<file path="config.mk">
export PLATFORM = sky130hd
export DESIGN_NAME = vx_tcu_drl_mask_seq
export DESIGN_NICKNAME = d
export VERILOG_FILES = /design/src/rtl/vx_tcu_drl_mask_seq.sv
export SDC_FILE = /design/constraint.sdc
export NUM_CORES = 1
export LEC_CHECK = 0
export CORE_MARGIN = 10
export CORE_UTILIZATION = 35
export CTS_CLUSTER_SIZE = 12
export DETAILED_ROUTE_END_ITERATION = 16
export PLACE_DENSITY_LB_ADDON = 0.1
export SLEW_MARGIN = 20
export SYNTH_ARGS = -nofsm -noshare
export SYNTH_HDL_FRONTEND = slang
export SYNTH_SLANG_ARGS = --single-unit
</file>
<file path="constraint.sdc">
create_clock -name clk -period 9.1 [get_ports clk]
set_input_delay 2.73 -clock clk [delete_from_list [all_inputs] [get_ports clk]]
set_output_delay 2.73 -clock clk [all_outputs]
set_load 0.05 [all_outputs]
</file>
<file path="src/rtl/vx_tcu_drl_mask_seq.sv">
// vx_tcu_drl_mask_seq: turns one vld_mask + format per operation into a stream of per-step TCK-lane masks
// in : clk, reset, valid_in, vld_mask, fmt_s, ready_out
// out: ready_in, valid_out, lane_mask, step_idx, last, lane_cnt, fmt_err
module vx_tcu_drl_mask_seq #(
  parameter int MAX_INPUTS = 32,
  parameter int N = 2,
  parameter int TCK = 2 * N,
  parameter int SKIP_EMPTY = 1,
  parameter int MAX_STEPS = MAX_INPUTS / TCK,
  localparam int SW = $clog2(MAX_STEPS),
  localparam int CW = $clog2(TCK + 1)
) (
  input  logic                  clk,
  input  logic                  reset,
  input  logic                  valid_in,
  output logic                  ready_in,
  input  logic [MAX_INPUTS-1:0] vld_mask,
  input  logic [3:0]            fmt_s,
  output logic                  valid_out,
  input  logic                  ready_out,
  output logic [TCK-1:0]        lane_mask,
  output logic [SW-1:0]         step_idx,
  output logic                  last,
  output logic [CW-1:0]         lane_cnt,
  output logic                  fmt_err
);
  localparam logic [3:0] FMT_FP32 = 4'd0, FMT_FP16 = 4'd1, FMT_BF16 = 4'd2, FMT_FP8 = 4'd3,
                         FMT_BF8 = 4'd4, FMT_I8 = 4'd9, FMT_U8 = 4'd10, FMT_I4 = 4'd11, FMT_U4 = 4'd12;
  typedef enum logic {IDLE, ISSUE} state_t;
  state_t state, state_n;
  // cat: 0 = stride 4 with odd lanes off (FP32), 1 = stride 4, 2 = stride 2, 3 = stride 1
  logic [1:0]            cat_in, cat_r;
  logic                  err_in, acc, adv, done, found, more;
  logic [MAX_INPUTS-1:0] mask_r;
  logic [MAX_STEPS-1:0]  iss_r, iss_in, v;
  logic [SW-1:0]         nxt;
  logic [TCK-1:0]        lm;
  int                    from;
  function automatic int kof(input logic [1:0] c);
    return c == 2'd3 ? MAX_STEPS : c == 2'd2 ? MAX_STEPS / 2 : MAX_STEPS / 4;
  endfunction
  function automatic logic [TCK-1:0] lanes(input logic [MAX_INPUTS-1:0] m, input logic [1:0] c, input int s);
    logic [TCK-1:0] r;
    int st;
    st = c == 2'd3 ? 1 : c == 2'd2 ? 2 : 4;
    for (int i = 0; i < TCK; i++) r[i] = (c != 2'd0 || i % 2 == 0) && 1'(m >> (s * st * TCK + i * st));
    return r;
  endfunction
  // steps that will produce a beat; empty for unsupported formats so the single error beat path is taken
  function automatic logic [MAX_STEPS-1:0] iss(input logic [MAX_INPUTS-1:0] m, input logic [1:0] c, input logic e);
    logic [MAX_STEPS-1:0] r;
    for (int s = 0; s < MAX_STEPS; s++) r[s] = !e && s < kof(c) && (SKIP_EMPTY == 0 || |lanes(m, c, s));
    return r;
  endfunction
  assign valid_out = state == ISSUE;
  assign done      = valid_out && ready_out && last;
  assign adv       = valid_out && ready_out && !last;
  assign ready_in  = state == IDLE || done;
  assign acc       = valid_in && ready_in;
  always_comb begin
    err_in  = !(fmt_s inside {FMT_FP32, FMT_FP16, FMT_BF16, FMT_FP8, FMT_BF8, FMT_I8, FMT_U8, FMT_I4, FMT_U4});
    cat_in  = fmt_s == FMT_FP32 ? 2'd0 : (fmt_s inside {FMT_FP16, FMT_BF16}) ? 2'd1 :
              (fmt_s inside {FMT_I4, FMT_U4}) ? 2'd3 : 2'd2;
    iss_in  = iss(vld_mask, cat_in, err_in);
    v       = acc ? iss_in : iss_r;
    from    = acc ? 0 : int'(step_idx) + 1;
    found   = 1'b0;
    more    = 1'b0;
    nxt     = '0;
    // lowest pending step becomes the next beat; any second hit means this beat is not last
    for (int s = 0; s < MAX_STEPS; s++) begin
      if (v[s] && s >= from) begin
        more  = more || found;
        nxt   = found ? nxt : SW'(s);
        found = 1'b1;
      end
    end
    lm      = found ? lanes(acc ? vld_mask : mask_r, acc ? cat_in : cat_r, int'(nxt)) : '0;
    state_n = acc ? ISSUE : done ? IDLE : state;
  end
  always_ff @(posedge clk) begin
    if (reset) begin
      state     <= IDLE;
      lane_mask <= '0;
      step_idx  <= '0;
      last      <= 1'b0;
      lane_cnt  <= '0;
      fmt_err   <= 1'b0;
      mask_r    <= '0;
      cat_r     <= '0;
      iss_r     <= '0;
    end else begin
      state <= state_n;
      if (acc) begin
        mask_r  <= vld_mask;
        cat_r   <= cat_in;
        iss_r   <= iss_in;
        fmt_err <= err_in;
      end
      if (acc || adv) begin
        lane_mask <= lm;
        step_idx  <= nxt;
        last      <= !more;
        lane_cnt  <= CW'($countones(lm));
      end else if (done) begin
        lane_mask <= '0;
        step_idx  <= '0;
        last      <= 1'b0;
        lane_cnt  <= '0;
        fmt_err   <= 1'b0;
      end
    end
  end
endmodule

</file>
* Word-level counts from Yosys, hierarchy flattened *
Cells that the tools add are included.

word-level totals
  register bits = 55
  input port bits = 40
  output and inout port bits = 14
  logic and storage cells = 234

operators by class
  add/subtract/negate cells = 28
  multipliers = 6
  order comparisons = 16
  eq/ne operators = 12
  shift operators = 35
  muxes and demuxes = 54
  bitwise operators = 1
  reduce and logical (&&, ||, !) cells = 73

operators with widths
  kind                     count
  $shr A32 B32 Y1          31
  $add A32 B32 Y32         12
  $add A32 B4 Y32          3
  $add A32 B5 Y32          3
  $add A9 B32 Y32          3
  $shr A32 B9 Y1           3
  $lt A3 B32 Y1 const A    2
  $mux W3                  21
  $logic_and A1 B1 Y1      46
  $lt A1 B32 Y1 const A    1
  $lt A2 B32 Y1 const A    1
  $lt A4 B32 Y1 const A    1
  $mul A3 B32 Y32 const A  1
  $mux W32                 1
  $reduce_or A4 Y1         8
  $shr A32 B8 Y1           1
  $mux W1                  23
  $mux W4                  5
  $eq A4 B4 Y1 const B     4
  $ge A3 B4 Y1 const A     4
  $lt A3 B4 Y1 const A     3
  $mul A3 B3 Y6 const A    2
  $reduce_bool A2 Y1       6
  $mul A2 B3 Y5 const A    2
  other kinds (20)         38

* Logic depth before layout (Yosys ltp) *
  word-level depth = 39
  mapped depth = 32

* Worst setup path after synthesis *
No wires, ideal clock.

  kind = input -> register
  from = input port fmt_s[0]
  to = register lane_cnt[1]
  setup time = 0.128 ns
  data arrival time = 8.897 ns
  path slack = 0.076 ns
  cell stages on the path = 30
  cells stage by stage = and2_1 > buf_2 > or3_1 > clkbuf_1 > fa_1 > inv_1 > a221oi_1 > o221ai_1 > a311o_1 > a211oi_2 > nand2_1 > nor2_1 > and2_1 > nand2_1 > fa_1 > inv_1 > ha_1 > fa_1 > xnor2_1 > a21oi_1 > nor2_1 > a21oi_1 > nor3_1 > nand3_1 > a211oi_1 > fa_1 > ha_1 > ha_1 > a22oi_1 > nor2_1

between the ends
  word-level cells in the longest chain between the ends = 38
  elaborated cells between the ends (all ways) = 179

ends and longest elaborated chain
  item                                                      line  text
  start, declared                                           18    input logic [3:0] fmt_s,
  branches (longest 34 deep; another with $mul A3 B32 Y32)  n/a
  $mux W4 (*)                                               78    lm = found ? lanes(acc ? vld_mask : mask_r, acc ? cat_in : cat_r, int'(nxt)) : '0;
  $add A1 B1 Y2 (implied by the code)                       104   lane_cnt <= CW'($countones(lm));
  $add A2 B2 Y3 (implied by the code) (*)                   104
  $mux W3 (*)                                               100   if (acc || adv) begin
  end signal, assigned                                      104
  end, declared                                             24    output logic [CW-1:0] lane_cnt,

Every way passes the cells marked *.
A chain may end at the register's enable or synchronous reset.

* Worst setup path after layout *
  from = input port fmt_s[2]
  to = register lane_cnt[1]

Same word-level chain as after synthesis.

==> metrics.log <==
INFO  metric status = complete, no violations
INFO  metric cell_internal_pwr = approximately 0.60 mW
INFO  metric row_count = 42
INFO  metric synthDistinctLibCells = 78
INFO  metric die-area = about 19,000 µm²
INFO  metric timing.final.setup_violations = 0
INFO  metric synth_top_area_cell = dfxtp_1
INFO  metric tritoncts_clock_tree = yes
INFO  metric worst_skew_pair.late_latency = 0.31 ns
INFO  metric drt-wirelength-per-cell = ~20 µm
INFO  metric drt_pass1_iterations = 5
INFO  metric stdcell_area = around 6100 µm²
INFO  metric placedCellCount = between 800 and 900
INFO  metric cp_slowest_stage_delay = ~0.57 ns
INFO  metric num_vias = between 5,000 and 6,000
INFO  metric finalPower = between 0.9 and 1 mW
INFO  metric worstPathCellList = clkdlybuf4s50_1 -> or3_4 -> fa_1 -> buf_6 -> mux4_2 -> or4_4 -> a211oi_2 -> o31ai_2 -> a31oi_4 -> buf_4 -> nor2_1 -> ha_1 -> ha_1 -> fa_2 -> a311oi_2 -> a211oi_2 -> a311oi_2 -> a211oi_2 -> fa_1 -> ha_2 -> ha_4 -> a22oi_2 -> nor2_1
INFO  metric clockPowerShare = 0.241
INFO  metric holdPathStages = 2
INFO  metric ys_top_cells_by_count = 92 x nand2_1, 58 x nor2_1, 55 x dfxtp_1, 50 x a21oi_1, 31 x mux2i_1
INFO  metric dpl.hpwl = ~13 mm
INFO  metric areaGrowthSynthToFinish = 29.7%
INFO  metric yosys_warnings = 0
INFO  metric power_density = 158 nW/µm²
INFO  metric achievable-frequency = around 110 MHz
INFO  metric actual_slew_at_the_worst_max_slew_pin = 1.10 ns
INFO  metric final.min_clock_period = 8.89 ns
INFO  metric clk_pin_slew_worst_paths = approximately 0.080 ns
INFO  metric io_buffer_count = 53
INFO  metric power_switching = approximately 0.37 mW
INFO  metric most_frequently_used_flop_master_after_synthesis = dfxtp_1
INFO  metric remaining_drc_errors = 0
INFO  metric synth_top_cells_by_area = dfxtp_1 23%, nand2_1 7.3%, mux4_2 7.1%
INFO  metric synth_area_per_cell = 7.86 µm²
INFO  metric synthArstFlopShare = 0
INFO  metric clkSinkCount = 55
INFO  metric via_per_inst = roughly 5.8
INFO  metric summed_negative_setup_slack_over_all_endpoints = 0 ns
INFO  metric synthCells = around 600
INFO  metric numCtsBuffers = 5
INFO  metric drt_iter0_drc = 600
INFO  metric cts_max_level = 2
INFO  metric worstPathMaxFanout = 4
INFO  metric relSlewSlack = 0.265
INFO  metric largest_net_degree_at_the_start_of_global_routing = 56
INFO  metric max-cap-violations = 0
INFO  metric hold_class = flop to flop
INFO  metric critPathMostFrequentCell = a211oi_2
INFO  metric synth-seq-area-share = 0.232
INFO  metric drv_slew = 0
INFO  metric cts_hold_repair.buffers = 0
INFO  metric place_congestion = around 0.96
INFO  metric ir_drop = around 0.075 mV
INFO  metric reg2reg_depth = 26
INFO  metric static-leakage-power = around 2.5 nW
INFO  metric cts-root-to-sink-buffers = 2
INFO  metric ports_placed_on_the_boundary = between 50 and 60
INFO  metric via_count_of_the_first_global_routing_pass = between 4,000 and 5,000
INFO  metric grt_overflow_total = 0
INFO  metric layout-drive-gt1-share = 0.192
INFO  metric antenna_diode_instance_count = 0
INFO  metric critPathKind = input port to flop
INFO  metric route.antenna.remaining_nets = 0
INFO  metric power.share.sequential = 0.282
INFO  metric timing.final.ws_setup = 0.213 ns
INFO  metric ys_seq_elements = between 50 and 60
INFO  metric cts.root.buffer_cell = clkbuf_16
INFO  metric antenna_found_initial = 0
INFO  metric synthesis.area = 4740 µm²
INFO  metric stdcell_count = roughly 870
INFO  metric crit_path_top_delay_cell = fa_1
INFO  metric nets = about 750
INFO  metric final.setup_skew = about 0.0087 ns
INFO  metric worstPathArrival = 9.07 ns
INFO  metric post_dp_cell_area = between 5000 and 6000 µm²
INFO  metric critPathLaunchType = input port
INFO  metric fraction_of_power_consumed_by_combinational_cells = 0.477
INFO  metric worst_ep_required_time = 9.28 ns
INFO  metric hold_viol_final = 0
INFO  metric total_wire_length_after_detailed_routing = roughly 17 mm
INFO  metric core-area = 13,200 µm²
INFO  metric worstSetupEndpointType = flop
INFO  metric sw_frac_of_total = 0.380
INFO  metric chipWidth = 136 µm
INFO  metric floorplan.initialDensity = 0.358
INFO  metric most_numerous_cell_in_the_yosys_netlist = nand2_1
INFO  metric synth.top_cell.area_share = 0.232
INFO  metric grt_first_pass_wirelength = 27.4 mm
INFO  metric period_share = 0.977
INFO  metric synth_edf_count = 0
INFO  metric die_y = 136 µm
INFO  metric grt_usage = 0.187
INFO  metric dp_worst_setup_slack = -0.414 ns
-- power groups by stage --
| stage | logic [mW] | clock network, mW | registers [mW] |
|---|---|---|---|
| after floorplan | 0.239 | 0 | 0.299 |
| after global placement | 0.412 | 0 | 0.279 |
| after detailed placement | 0.417 | 0 | 0.279 |
| after CTS | 0.420 | 0.237 | 0.274 |
| after global routing | 0.499 | 0.246 | 0.277 |
| final | 0.463 | 0.234 | 0.274 |
-- routing by layer --
layer / share of wire / track usage
met4: 0.025 / 0.0574
met5: 0 / 0
met3: 0.056 / 0.0314
met1: 0.46 / 0.255
met2: 0.46 / 0.292
-- cell families (layout without fill, tap and decap cells) --
logic type      after synthesis  in the layout  synth area share
fa+ha+maj                    21             21            0.0639
xor+xnor                      8              8            0.0148
buf+inv                      64            151            0.0557
other cells                   2              5           0.00158
mux                          48             48             0.141
flops                        55             55             0.232
simple gates                227            227             0.226
compound gates              178            178             0.264
-- layout by cell type (no fill, tap or decap), drive strengths merged, types with 10 or more instances in the layout --
| cell type | n |
|---|---|
| a22oi | 12 |
| mux4 | 15 |
| a21oi | 50 |
| a31oi | 13 |
| a211oi | 14 |
| mux2i | 31 |
| clkdlybuf4s50 | 50 |
| ha | 13 |
| nor3 | 10 |
| nand2 | 92 |
| o221ai | 13 |
| o21ai | 26 |
| nor2 | 59 |
| buf | 69 |
| dfxtp | 55 |
| inv | 22 |
-- registers in the layout (all words and copies together) (netlist names) --
signal	flops
step_idx	3
fmt_err	1
lane_mask	4
iss_r	8
cat_r	2
mask_r	32
valid_out	1
last	1
lane_cnt	3
-- per-stage QoR --
step,utilization,hold slack (ns)
after floorplan,-,0.432
after global placement,0.436,0.445
after detailed placement,0.436,0.451
after CTS,0.449,0.463
after global routing,0.464,0.488
final,0.464,0.457
-- critical path, delay by kind of cell --
kind / cells / cell delay [ns]
AO/OA/AOI/OAI: 8 / 1.48
multiplexers: 1 / 0.48
AND/OR/NAND/NOR: 4 / 1.05
adder cells (fa/ha/maj): 7 / 2.61
buffers and inverters: 3 / 0.71
-- timing repair --
action | 4_1_cts | 5_1_grt
setup buffers | 0 | 8
setup endpoints to repair | 1 | 3
gates resized for setup | 2 | 28
pin swaps | 1 | 19
-- layout make-up --
cell class	count	area (µm²)
tap	176	220
timing repair buffer	121	1050
inverter	22	82.6
fill	1318	7100
clock buffer	5	125
clock inverter	3	47.5
multi-input combinational	487	3520
sequential	55	1100
-- final timing paths --
path | from | end | slack, ns
worst max-delay path | fmt_s[2] | lane_cnt[1] | 0.21
worst min-delay path | iss_r[1] | iss_r[1] | 0.46
worst max register to register | last | lane_cnt[1] | 3.12
worst min register to register | iss_r[1] | iss_r[1] | 0.46
No activity file was read; power rests on OpenSTA's default activity.
